[config.mk]
export PLATFORM = sky130hd
export DESIGN_NAME = instr_fetch_unit
export DESIGN_NICKNAME = d
export VERILOG_FILES = /design/src/rtl/instr_fetch_unit.sv
export SDC_FILE = /design/constraint.sdc
export NUM_CORES = 1
export LEC_CHECK = 0
export CAP_MARGIN = 20
export CORE_MARGIN = 10
export CORE_UTILIZATION = 34
export DETAILED_ROUTE_END_ITERATION = 10
export PLACE_DENSITY_LB_ADDON = 0.12
export SYNTH_ARGS = -nofsm -noshare
export SYNTH_HDL_FRONTEND = slang
export SYNTH_SLANG_ARGS = --single-unit
[constraint.sdc]
create_clock -name clk -period 4.9 [get_ports clk]
set_clock_uncertainty 0.2 [all_clocks]
set_input_delay 0.98 -clock clk [delete_from_list [all_inputs] [get_ports clk]]
set_output_delay 0.98 -clock clk [all_outputs]
set_load 0.02 [all_outputs]
[src/rtl/instr_fetch_unit.sv]
// instr_fetch_unit: holds the PC, fetches 16-bit words over req/valid and issues them to the decoder.
// Optional build macro IFU_PCSTACK_EN adds a call/return PC stack with sticky overflow/underflow flags.
module instr_fetch_unit #(
  parameter int                ADDR_W    = 12,
  parameter logic [ADDR_W-1:0] RESET_VEC = '0
`ifdef IFU_PCSTACK_EN
  ,
  parameter int                STACK_DEPTH = 4
`endif
) (
  input  logic              clk,
  input  logic              rst_n,
  output logic              pmem_req,
  output logic [ADDR_W-1:0] pmem_addr,
  input  logic [15:0]       pmem_rdata,
  input  logic              pmem_valid,
  output logic [15:0]       instruction,
  output logic [7:0]        OP_dk,
  output logic [3:0]        OP_s,
  output logic              instr_valid,
  input  logic [1:0]        pcInMux_ctrl,
  input  logic [ADDR_W-1:0] branch_target,
  input  logic [ADDR_W-1:0] acc_addr,
  input  logic              stall,
  input  logic              halt_req,
`ifdef IFU_PCSTACK_EN
  input  logic              call_push,
  output logic              stk_ovf,
  output logic              stk_unf,
`endif
  output logic              halted
);

  localparam logic [1:0] S_FETCH = 2'd0;
  localparam logic [1:0] S_WAIT  = 2'd1;
  localparam logic [1:0] S_ISSUE = 2'd2;
  localparam logic [1:0] S_HALT  = 2'd3;

  logic [1:0]        state_q, state_d;
  logic [ADDR_W-1:0] pc_q, pc_d;
  logic [15:0]       instr_q, instr_d;
  logic [ADDR_W-1:0] pc_inc;
  logic [ADDR_W-1:0] next_pc;
  logic              retire;

  assign pc_inc = pc_q + ADDR_W'(1);
  assign retire = (state_q == S_ISSUE) && !stall;

`ifdef IFU_PCSTACK_EN
  localparam int PTR_W = (STACK_DEPTH > 1) ? $clog2(STACK_DEPTH) : 1;
  localparam int CNT_W = $clog2(STACK_DEPTH + 1);

  // Circular LIFO: ptr_q is the next write slot, so a push while full overwrites the oldest entry.
  logic [ADDR_W-1:0] stk_mem [STACK_DEPTH];
  logic [PTR_W-1:0]  ptr_q, ptr_d, ptr_inc, ptr_dec;
  logic [CNT_W-1:0]  cnt_q, cnt_d;
  logic              ovf_q, ovf_d, unf_q, unf_d;
  logic              stk_pop, stk_we;
  logic              stk_empty;

  assign ptr_inc   = (ptr_q == PTR_W'(STACK_DEPTH - 1)) ? '0 : ptr_q + PTR_W'(1);
  assign ptr_dec   = (ptr_q == '0) ? PTR_W'(STACK_DEPTH - 1) : ptr_q - PTR_W'(1);
  assign stk_empty = (cnt_q == '0);
  assign stk_pop   = retire && (pcInMux_ctrl == 2'b01);

  always_comb begin
    ptr_d  = ptr_q;
    cnt_d  = cnt_q;
    ovf_d  = ovf_q;
    unf_d  = unf_q;
    stk_we = 1'b0;
    if (stk_pop) begin
      if (stk_empty) begin
        unf_d = 1'b1;
      end else begin
        ptr_d = ptr_dec;
        cnt_d = cnt_q - CNT_W'(1);
      end
    end else if (retire && call_push) begin
      stk_we = 1'b1;
      ptr_d  = ptr_inc;
      if (cnt_q == CNT_W'(STACK_DEPTH)) ovf_d = 1'b1;
      else                              cnt_d = cnt_q + CNT_W'(1);
    end
  end

  // NOTE: storage arrays are not reset; cnt_q alone defines which entries are meaningful.
  always_ff @(posedge clk) begin
    if (stk_we) stk_mem[ptr_q] <= pc_inc;
  end

  always_ff @(posedge clk or negedge rst_n) begin
    if (!rst_n) begin
      ptr_q <= '0;
      cnt_q <= '0;
      ovf_q <= 1'b0;
      unf_q <= 1'b0;
    end else begin
      ptr_q <= ptr_d;
      cnt_q <= cnt_d;
      ovf_q <= ovf_d;
      unf_q <= unf_d;
    end
  end

  assign stk_ovf = ovf_q;
  assign stk_unf = unf_q;
`endif

  always_comb begin
    unique case (pcInMux_ctrl)
      2'b11:   next_pc = pc_inc;
      2'b00:   next_pc = branch_target;
`ifdef IFU_PCSTACK_EN
      2'b01:   next_pc = stk_empty ? RESET_VEC : stk_mem[ptr_dec];
`else
      2'b01:   next_pc = acc_addr;
`endif
      default: next_pc = pc_q;
    endcase
  end

  // NOTE: every always_comb output gets a default first so no path leaves it unassigned (no latch).
  always_comb begin
    state_d = state_q;
    pc_d    = pc_q;
    instr_d = instr_q;
    unique case (state_q)
      S_FETCH, S_WAIT: begin
        if (pmem_valid) begin
          instr_d = pmem_rdata;
          state_d = S_ISSUE;
        end else begin
          state_d = S_WAIT;
        end
      end
      S_ISSUE: begin
        if (!stall) begin
          pc_d    = next_pc;
          state_d = halt_req ? S_HALT : S_FETCH;
        end
      end
      default: begin
        if (!halt_req) state_d = S_FETCH;
      end
    endcase
  end

  // NOTE: state registers use non-blocking assignments so all flops update from pre-edge values.
  always_ff @(posedge clk or negedge rst_n) begin
    if (!rst_n) begin
      state_q <= S_FETCH;
      pc_q    <= RESET_VEC;
      instr_q <= 16'h0000;
    end else begin
      state_q <= state_d;
      pc_q    <= pc_d;
      instr_q <= instr_d;
    end
  end

  // Request is gated by rst_n so it stays low while reset is held even though the state is FETCH.
  assign pmem_req    = rst_n && ((state_q == S_FETCH) || (state_q == S_WAIT));
  assign pmem_addr   = pc_q;
  assign instruction = instr_q;
  assign OP_dk       = instr_q[15:8];
  assign OP_s        = instr_q[15:12];
  assign instr_valid = (state_q == S_ISSUE);
  assign halted      = (state_q == S_HALT);

endmodule

---- After elaboration in Yosys (flattened, before gate mapping) ----
Index checks and enable logic that the tools add are counted.
word-level totals
  logic and storage cells ................. 27
  output and inout bits ................... 43
  bits of input ports ..................... 47
  bits in registers ....................... 30
cells by class
  reductions and logical operators ........ 9
  add/subtract/negate cells ............... 1
  multiplexer cells ....................... 6
  equal/unequal tests ..................... 7
  bitwise logic cells ..................... 1
operators with widths
  operator                                                                 count
  12-bit one-hot mux with 3 select lines                                   1
  12-bit by 1-bit adder with 12-bit output, second input constant          1
  2-bit two-way mux                                                        4
  2-bit equality test, second input constant                               3
  2-bit by 1-bit equality test with 1-bit output, second input constant    2
  2-bit zero test                                                          2
  2-bit one-hot mux with 2 select lines                                    1
  2-bit AND reduction                                                      2
  3-bit by 2-bit inequality test with 1-bit output, second input constant  1
  3-bit AND reduction                                                      1
  3-bit nonzero test                                                       1
  2-bit inequality test, second input constant                             1
  2-bit OR reduction                                                       1
  1-bit logical AND                                                        1
  1-bit logical OR                                                         1
  1-bit inverter                                                           1

---- Depth between registers and ports, before layout ----
Gate-level depths: netlist of run 1.
  word-level depth ........................ 4
  depth in mapped cells ................... 6
  mapped depth without buffers ............ 5

---- Worst setup path before layout of run 1 ----
OpenSTA, ideal clock, no wires.
  path kind ............................... input to output
  start ................................... input port rst_n
  end ..................................... output port pmem_req
  path buffers ............................ 0
  arrival ................................. 1.187 ns
  path slack .............................. 2.533 ns
  cell stages on the path ................. 1
  required time ........................... 3.720 ns
  cells stage by stage .................... and2b_1
between the ends
  word-level cells in the longest chain between the ends .. 1
ends and longest elaborated chain
  what               RTL line  text
  start, declared    12        input logic rst_n,
  1-bit logical AND  163       assign pmem_req = rst_n && ((state_q == S_FETCH) || (state_q == S_WAIT));
  end, declared      13        output logic pmem_req,
Every way passes these cells.

---- Worst setup path after layout of run 1 ----
Same ends and word-level chain as after synthesis.

==> run summary, run 1 <==
The most used flip-flop cell after synthesis is dfrtp_1. Ranked by total cell area, the synthesized netlist is headed by dfrtp_1 43%, mux2_2 10%, mux2i_1 6.3%. The die is 91.9 um tall. The time the final worst path needs with I/O delays and setup came out at 3.35 ns. The most common cell in the synthesized netlist is dfrtp_1. The count of flip-flops with a built-in enable after synthesis came out at 0. The worst-skew pair later-pin latency is 0.28 ns. TritonCTS built the clock tree. Hold repair after CTS inserted 0 buffers.

Sequential elements use approximately 43% of the synthesized area. The count of boundary I/O pins came out at 90. The required time reported for the critical path endpoint is 3.72 ns.

The worst setup path is launched from a primary input. Sorting the synthesized cells by how often they occur yields 30 x dfrtp_1, 16 x mux2_2, 12 x buf_4, 11 x mux2i_1. Setup repair after global routing left no endpoint under its margin. The final critical path takes up 68.4% of the cycle.

The core region is 5040 sq um. In the synthesized netlist the async set-or-reset flop fraction comes to 100%. The total number of yosys warnings came out at 0. Synthesis instantiated 38 different standard cells from the library. The initial DRC count is 34.

The worst path meets setup with 1.55 ns of slack. The cell area after synthesis came out at around 1800 sq um. After routing the design area is 2700 sq um.

The post-route netlist has 14.2% of its cells at a drive strength greater than 1. The effective utilization at floorplan is between 30% and 40%. The critical path goes through clkdlybuf4s50_1 -> and2b_1 -> clkdlybuf4s50_1. The flip-flop and latch count after synthesis is 30. The post-synthesis cell count is 161. The standard-cell row count is 26.

The layout net count is 286. The overall fraction of global-route tracks in use came out at between 10 and 15%. The worst-margin pin slew came out at approximately 0.98 ns. The post-detailed-route via-to-cell ratio came out at 4.89. The flow ran to the end, and the final reports show no timing, DRC or antenna violations. The portion of synthesized cell area occupied by the leading cell type came out at 42.8%. For this block, the routed nets add up to between 4 and 5 mm of wire. The maximum number of pins on one net before global-route repair came out at 31. The worst setup path is captured at an output pin. The clock sink count came out at 30. The final weighted congestion of routability-driven global placement is 0.759. The via count of the first global-routing pass is 1526. The first global-routing pass estimated 7.83 mm of wire. The count of buffers added by post-CTS timing repair for setup came out at 0. The die area came out at 8440 sq um. The largest buffer count on any clock path came out at 2. The cell that appears most often on the critical path is clkdlybuf4s50_1. Setup violations remaining at the end of the flow were counted as 0. The post-detailed-placement cell area came out at 2610 sq um. The hold violation total from the final report was 0. The synthesized design spends more area on one cell type than any other, namely dfrtp_1. The count of pins over their slew limit came out at 0. Timing would allow up to 298 MHz. The worst setup path is of the in -> out kind.

The number of levels in the clock H-tree came out at 2. The die width is 91.9 um. The post-cts gate resize count came out at 0. The average wire length per cell after detail routing is approximately 16 um.

The number of antenna violations at the first check in global routing is 0. The tightest hold path in the finished design has a slack of 0.303 ns. The buffer cell driving the clock tree root is clkbuf_8. The CTS clock-pin slew for the worst setup and hold paths is 0.06 ns. The worst min-delay path class is reg -> reg. The total negative slack is 0 ns. The via count of the routed design is 1511. In this run the tightest slew margin relative to its limit is 34.6%. Global routing finished with a remaining overflow of 0. Detailed placement ended at an HPWL of 3.72 mm. The worst setup slack after placement is 1.53 ns.

The largest driver fanout on the critical path came out at 2. The mean area per synthesized cell is 10.9 sq um. The biggest cell delay along the critical path is 0.60 ns. The number of CTS-inserted buffers came out at 5. The number of diodes added for antenna fixing came out at 0. The number of nets with antenna violations after routing came out at 0. The slowest cell on the critical path is clkdlybuf4s50_1. For this run, the share of the core covered by cells in the final layout is 53.5%.

The leakage power figure is 1.11 nW. The total power divided by cell area came out at approximately 450 nW/um^2. The detailed-router iteration count before antenna repair came out at 4.

The final routed DRC violation total is 0. The worst supply voltage drop on vdd is ~210 uV. The total of max-cap violations is 0. The number of nets in the synthesized netlist came out at ~210. The area added between synthesis and finish is 53.8%. The port buffer count came out at 89. At the worst endpoint, the arrival time is 2.17 ns.
## kinds of logic after synthesis
kind of cell	share of synthesized area, %
adder cells (fa/ha/maj)	0.713
AND/OR/NAND/NOR	17.1
buffers and inverters	9.27
AO/OA/AOI/OAI	13.6
flip-flops	42.8
multiplexers	16.5
## path summary, 6_finish.rpt
check | startpoint | slack, ns | cells past startpoint | to
max reg2reg | pmem_addr[0]$_DFFE_PN0P_ | 3.11 | 5 | pmem_addr[10]$_DFFE_PN0P_
min reg2reg | instruction[1]$_DFFE_PN0P_ | 0.30 | 1 | instruction[1]$_DFFE_PN0P_
min in group asynchronous | rst_n | 0.92 | 2 | pmem_addr[0]$_DFFE_PN0P_
min | instruction[1]$_DFFE_PN0P_ | 0.30 | 1 | instruction[1]$_DFFE_PN0P_
max | rst_n | 1.55 | 3 | pmem_req
max in group asynchronous | rst_n | 3.29 | 2 | instruction[10]$_DFFE_PN0P_
## where the power goes
part | internal, W | switching, W
registers | 0.000328 | 0.0000753
clock network | 0.000113 | 0.0000894
logic | 0.000321 | 0.000291
## critical path, delay by kind of cell
family	cells	cell delay [ns]
buf+inv	2	1.07
simple gates	1	0.12
## stage by stage
stage	instances	total power (W)
after floorplan	161	0.000756
after global placement	301	0.00102
final	309	0.00122
after global routing	309	0.00130
after detailed placement	301	0.00103
after CTS	309	0.00124
## layout by cell type, fill, tap and decap left out, types with 6 or more instances in the layout
cell	n
clkdlybuf4s50_1	89
dfrtp_1	30
mux2_2	16
mux2i_1	11
nand4_1	6
nor2_1	6
a21oi_1	6
clkbuf_8	6
## final cells by class
type | count | area, sq um
fill | 470 | 2340
timing repair buffer | 92 | 913
multi-input combinational | 105 | 842
sequential | 30 | 751
tap | 70 | 87.6
clock buffer | 7 | 86.3
inverter | 4 | 15.0
clock inverter | 1 | 5.00
## layer usage
metal	GRT usage (%)	routed length (um)	up-vias
met3	5.30	465	7
met1	13.1	2130	707
met5	0	0	-
met4	3.08	46	0
li1	-	-	733
met2	18.3	2180	64
## sequential cells by signal, indices dropped and copies added (netlist names)
name         cells
instruction     16
pmem_addr       12
state_q          2
Power figures use the tool's default switching activity.
==> run 2, diff against run 1 <==
- clock period: 4.9 -> 2.8 ns (I/O delays scaled with it)
==> run summary, run 2 (synthesis gave the netlist of run 1 again) <==
The initial utilization of the core area, before any placement, comes to 34.8%. The worst supply voltage drop on vdd came out at 411 uV. The share of total power dissipated in the clock network is 16.9%. The worst min-delay path class is reg -> reg.

The standard-cell row count came out at 26. The largest buffer count on any clock path is 2. The time the final worst path needs with I/O delays and setup is 2.52 ns. The worst-case headroom to the max-slew limit is between 70% and 80%. The via count of the routed design came out at 1517. The total of max-cap violations came out at 0.

The library cell used most frequently in the layout, excluding fill and tap cells, is clkdlybuf4s50_1. Counting both buffers and inverters, the worst setup path holds a total of 2. For this design, the CTS-stage hold fixing added 0 buffers. The core outline area came out at 5040 sq um. The leakage power figure came out at 1.13 nW.

The clock tree from TritonCTS is yes. The biggest cell delay along the critical path came out at 0.60 ns. Global routing used 11.5% of the available tracks across all layers. The number of antenna violations at the first check in global routing came out at 0. The kind of end point of the critical path is an output pin. For this run, design rule violations remaining after detail routing come to 0. The detailed-router iteration count before antenna repair is 4. The port buffer count is 89.

The number of nets with antenna violations after routing is 0. The area added between synthesis and finish came out at 55.1%. Timing would allow up to 397 MHz.

The via count of the first global-routing pass came to 1568. The height of the die came out at about 92 um. The cell with the most instances on the worst path is clkdlybuf4s50_1.

For this design, the slowest cell found on the critical path is clkdlybuf4s50_1. Leaving out fill and tap cells, the most frequent cells in the layout are 89 x clkdlybuf4s50_1, 30 x dfrtp_1, 16 x mux2_2, 11 x mux2i_1. The number of setup violations in the final report is 0. The startpoint identified for the worst register-to-register timing path is pmem_addr[0]$_DFFE_PN0P_. Summed over all nets, the switching power comes to 0.000803 W. Summed over all layers, the routed wires come to 4.82 mm.

The hold path startpoint is instruction[6]$_DFFE_PN0P_. The hold violation total from the final report is 0. The run finished with clean final reports. Tracing the worst setup path back leads to its startpoint at rst_n.

Sequential cells burn 32.9% of the power. The share of the cycle needed by the critical path after routing is 89.9%. The relative contribution of combinational cells to total power is 50.1%. The number of levels in the clock H-tree is 2.

The count of cells along the worst register-to-register path is 5. The count of pins over their slew limit came out at 0. The count of boundary I/O pins came out at 90. The initial DRC count is 44. Clock-pin slew was measured on the worst setup and hold paths at 0.06 ns. The total congestion overflow came out at 0. The signal on the critical path passes through clkdlybuf4s50_1 -> and2b_1 -> clkdlybuf4s50_1. The required time reported for the critical path endpoint is 2.04 ns. The worst setup path is of the in -> out kind. CTS placed an instance of clkbuf_8 at the clock tree root. Detailed placement ended at an HPWL of 3.82 mm. The critical path runs through a total of 3 cells. Entering global routing, the biggest net connects 31 pins.

The worst-margin pin slew is 0.411 ns. Power spread over the standard cell area amounts to 785 nW/um^2. Among cell families on the critical path, the largest total delay comes from buffers and inverters. Once the clock tree was built, the resizer swapped 0 gates to a different size.

The worst-skew pair later-pin latency is 0.28 ns. The worst path arrival time is 1.76 ns. The post-detailed-route via-to-cell ratio came out at roughly 5. The die area is 8440 sq um. Buffers inserted during clock tree synthesis total 5.

The net count of the finished layout is just under 300. In this run the worst path has a maximum fanout of 2. Setup repair after global routing left no endpoint under its margin. The clock sink count came out at 30.

The switching part of the total came out at 37.5%. The repair_antennas step left the layout with diodes totalling 0. Adding up every negative setup slack in the final design gives 0 ns. The average wire length per cell after detail routing is 15.4 um. Cell internal power was estimated by the tool at 0.00134 W. The final weighted congestion of routability-driven global placement is 0.744. The first global-routing pass estimated 7.92 mm of wire.

The die width is 91.9 um. The total design power is around 0.0021 W. In the final layout, the share of cells above drive strength 1 is 15.3%.

The worst hold path stage count is 1. STA classifies the critical path startpoint as a primary input. The register with the most flip-flops in the layout has 16 of them. The count of buffers added by post-CTS timing repair for setup is 0.
==> run 2: cell count changes in the layout (fill, tap and decap cells not counted) <==
cell / delta
buf_4: +3
==> run 2: per-layer routing <==
layer  vias up  GRT usage [%]  wire length [um]
met5         -              0                 0
met4         0           3.47                52
met3         7           5.62               501
met2        68           17.9              2220
met1       710           13.5              2050
li1        732              -                 -
==> run 2: worst register-to-register path, cell delays in order, from the launching register on <==
cell,delay [ns]
dfrtp_1,0.41
ha_1,0.24
and4_1,0.33
nand4_1,0.14
mux2i_1,0.15
a221oi_2,0.21
==> run 2: path summary, 6_finish.rpt <==
kind	endpoint	slack [ns]
hold / removal	instruction[6]$_DFFE_PN0P_	0.30
max in group asynchronous	instruction[2]$_DFFE_PN0P_	1.60
hold reg to reg	instruction[6]$_DFFE_PN0P_	0.30
setup / recovery	pmem_req	0.28
min in group asynchronous	state_q[1]$_DFFE_PN0P_	0.50
setup reg to reg	pmem_addr[10]$_DFFE_PN0P_	1.03
==> run 2: power groups by stage <==
stage	clock network (W)	logic [W]	registers, W
CTS	0.000374	0.00109	0.000705
floorplan	0	0.000461	0.000862
finish	0.000362	0.00107	0.000704
global placement	0	0.00108	0.000709
global route	0.000396	0.00115	0.000735
detailed placement	0	0.00109	0.000713
==> run 2: final cells by class <==
cell class	count	area, sq um
Timing Repair Buffer	95	936
Sequential cell	30	751
Clock buffer	7	86.3
Multi-Input combinational cell	105	842
Clock inverter	1	5.00
Inverter	4	15.0
Fill cell	467	2320
Tap cell	70	87.6
==> run 2: per-stage QoR <==
stage / hold slack, ns / area (sq um) / worst slack (ns) / instances / utilization [%]
6_report: 0.304 / 2720 / 0.283 / 312 / 54.0
5_1_grt: 0.331 / 2720 / 0.247 / 312 / 54.0
4_1_cts: 0.309 / 2720 / 0.279 / 312 / 54.0
3_5_place_dp: 0.295 / 2630 / 0.279 / 304 / 52.2
3_3_place_gp: 0.291 / 2630 / 0.285 / 304 / 52.2
2_1_floorplan: 0.0644 / 1760 / 0.956 / 161 / -
==> patch, RTL diff (config.mk and constraints of run 1) <==
Build with the macro `IFU_PCSTACK_EN` defined.
--- a/src/rtl/instr_fetch_unit.sv
+++ b/src/rtl/instr_fetch_unit.sv
@@ -1,5 +1,7 @@
 // instr_fetch_unit: holds the PC, fetches 16-bit words over req/valid and issues them to the decoder.
 // Optional build macro IFU_PCSTACK_EN adds a call/return PC stack with sticky overflow/underflow flags.
+`define IFU_PCSTACK_EN
+
 module instr_fetch_unit #(
   parameter int                ADDR_W    = 12,
   parameter logic [ADDR_W-1:0] RESET_VEC = '0
Ports: changed (added call_push, stk_ovf and stk_unf); port bits go from 90 to 93. No check against the original RTL was run, so the function may have changed too.
==> patch against run 1 <==
- critical path depth is 2 higher
- worst setup slack better by 87 ps
- synthesized area is 130% higher
- cell area up 91%
- count of clock-buffer cells in the layout increased by 3
- register-to-register slack lost 910 ps
- total power rose to 2.6 times the old value
- via count is 72% higher
- sequential cell count increased by 55
- wire length grew 100%
- core utilization decreased by 8.5 points
==> patch: results (changes against run 1) <==
Route
  – Via count: 2,599 (+72%)
  – Initial DRC count: 180 (+430%)

Min path
  – Type of the worst min-delay path: register to register
  – Hold endpoint: stk_unf$_DFFE_PN0P_
  – Hold_sp: stk_unf$_DFFE_PN0P_

Placed design
  – PortBufs: 80 (-10%)
  – Final HPWL DP: 6.65 mm (+79%)
  – Placer Congestion: 0.748 (-1.5%)

Logic synthesis
  – Cell variety after synth: 50 (+32%)
  – Main synth FF type: edfxtp_1
  – Top post-synthesis cells by area: edfxtp_1 (36%), dfrtp_1 (23%), mux4_2 (6.7%)
  – Synthesized Nets: 357 (+71%)
  – Synth Area in Compound Gates: 0.0977 (-0.0384)
  – Number of synthesized flops with an enable pin: 48 (+48)
  – Post-synthesis adder-cell area fraction: 0.0206 (+0.0135)
  – Post-synthesis sequential area ratio: 0.591 (+0.163)
  – Commonest cells post-synth: edfxtp_1 (48), dfrtp_1 (37), nor2_1 (24)
  – Multiplexer area fraction after synthesis: 0.121 (-0.0448)
  – Ys async rst share: 0.435 (-0.565)
  – Synth Area in XOR/XNOR: 0.0240 (+0.0240)

STA
  – Slew HR: 0.490 (+0.144)

Worst setup path
  – Capture point of the worst reg-to-reg path: pmem_addr[1]$_DFFE_PN0P_
  – R2r worst-path depth: 7 (+2)
  – Max stage delay on crit path: 670 ps (+70 ps)
  – Crit path arrival time: 3030 ps (+860 ps)
  – Reg-to-reg slack, setup: 2200 ps (-910 ps)
  – Critical-path top delay cell: and2_1

GRT
  – Largest net degree at the start of global routing: 38 (+23%)
  – Initial antenna violation count: 0 (unchanged)
  – GRT Util Overall: 0.119 (+0.00602)

CTS
  – Worst-Skew Late Latency: 340 ps (+60 ps)
  – Clk root buf: clkbuf_16
  – TritonCTS buffer count: 9 (+4)

Pwr
  – Total power: 3.13 mW (+160%)
  – Pleak: 1.86 nW (+68%)
  – Cell internal pwr: 2.04 mW (+170%)
  – Clock-net power: 721 uW (+260%)

Run status
  – Status: finished clean

Layout
  – Layout cells sized above 1: 0.151 (+0.00893)
  – Nets: 426 (+49%)
==> patch: final cells by class <==
type | instances | area, um^2
flip-flops and latches | 85 | 2370
clock buffers | 10 | 229
multi-input cells | 180 | 1430
well taps | 143 | 179
repair buffers | 85 | 837
clock inverters | 6 | 87.6
fillers | 1074 | 6300
inverters | 11 | 41.3
==> patch: worst max path at each step <==
stage / cells after the start / start / end / slack [ps]
finish: 5 / pcInMux_ctrl[1] / stk_mem[3][10]$_DFFE_PP_ / 1630
global route: 5 / pcInMux_ctrl[1] / stk_mem[2][5]$_DFFE_PP_ / 1440
floorplan: 7 / pcInMux_ctrl[0] / cnt_q[2]$_DFFE_PN0P_ / 2230
CTS: 5 / pcInMux_ctrl[1] / stk_mem[3][10]$_DFFE_PP_ / 1590
detailed placement: 5 / pcInMux_ctrl[1] / stk_mem[3][10]$_DFFE_PP_ / 1240
global placement: 5 / pcInMux_ctrl[1] / stk_mem[2][10]$_DFFE_PP_ / 1250
==> patch: routing by layer <==
| layer | global-route usage | share of wire |
|---|---|---|
| met3 | 0.0448 | 0.079 |
| met1 | 0.151 | 0.44 |
| met5 | 0 | 0 |
| met2 | 0.183 | 0.47 |
| met4 | 0.0393 | 0.010 |
==> patch: kinds of logic after synthesis <==
family                     after synthesis
xor gates and xnor gates                11
AOI/OAI and AO/OA                       61
muxes                                   31
and+or+nand+nor                         71
DFF                                     85
buffers and inverters                   38
adders and majority gates                6
==> patch: through the flow <==
step	setup WS, ps	std cells	hold WS, ps	util	area [um^2]
floorplan	2230	303	331	-	4010
global placement	1250	503	267	0.422	4840
detailed placement	1240	503	263	0.422	4840
CTS	1590	519	277	0.450	5160
global route	1440	520	295	0.451	5170
finish	1630	520	271	0.451	5170
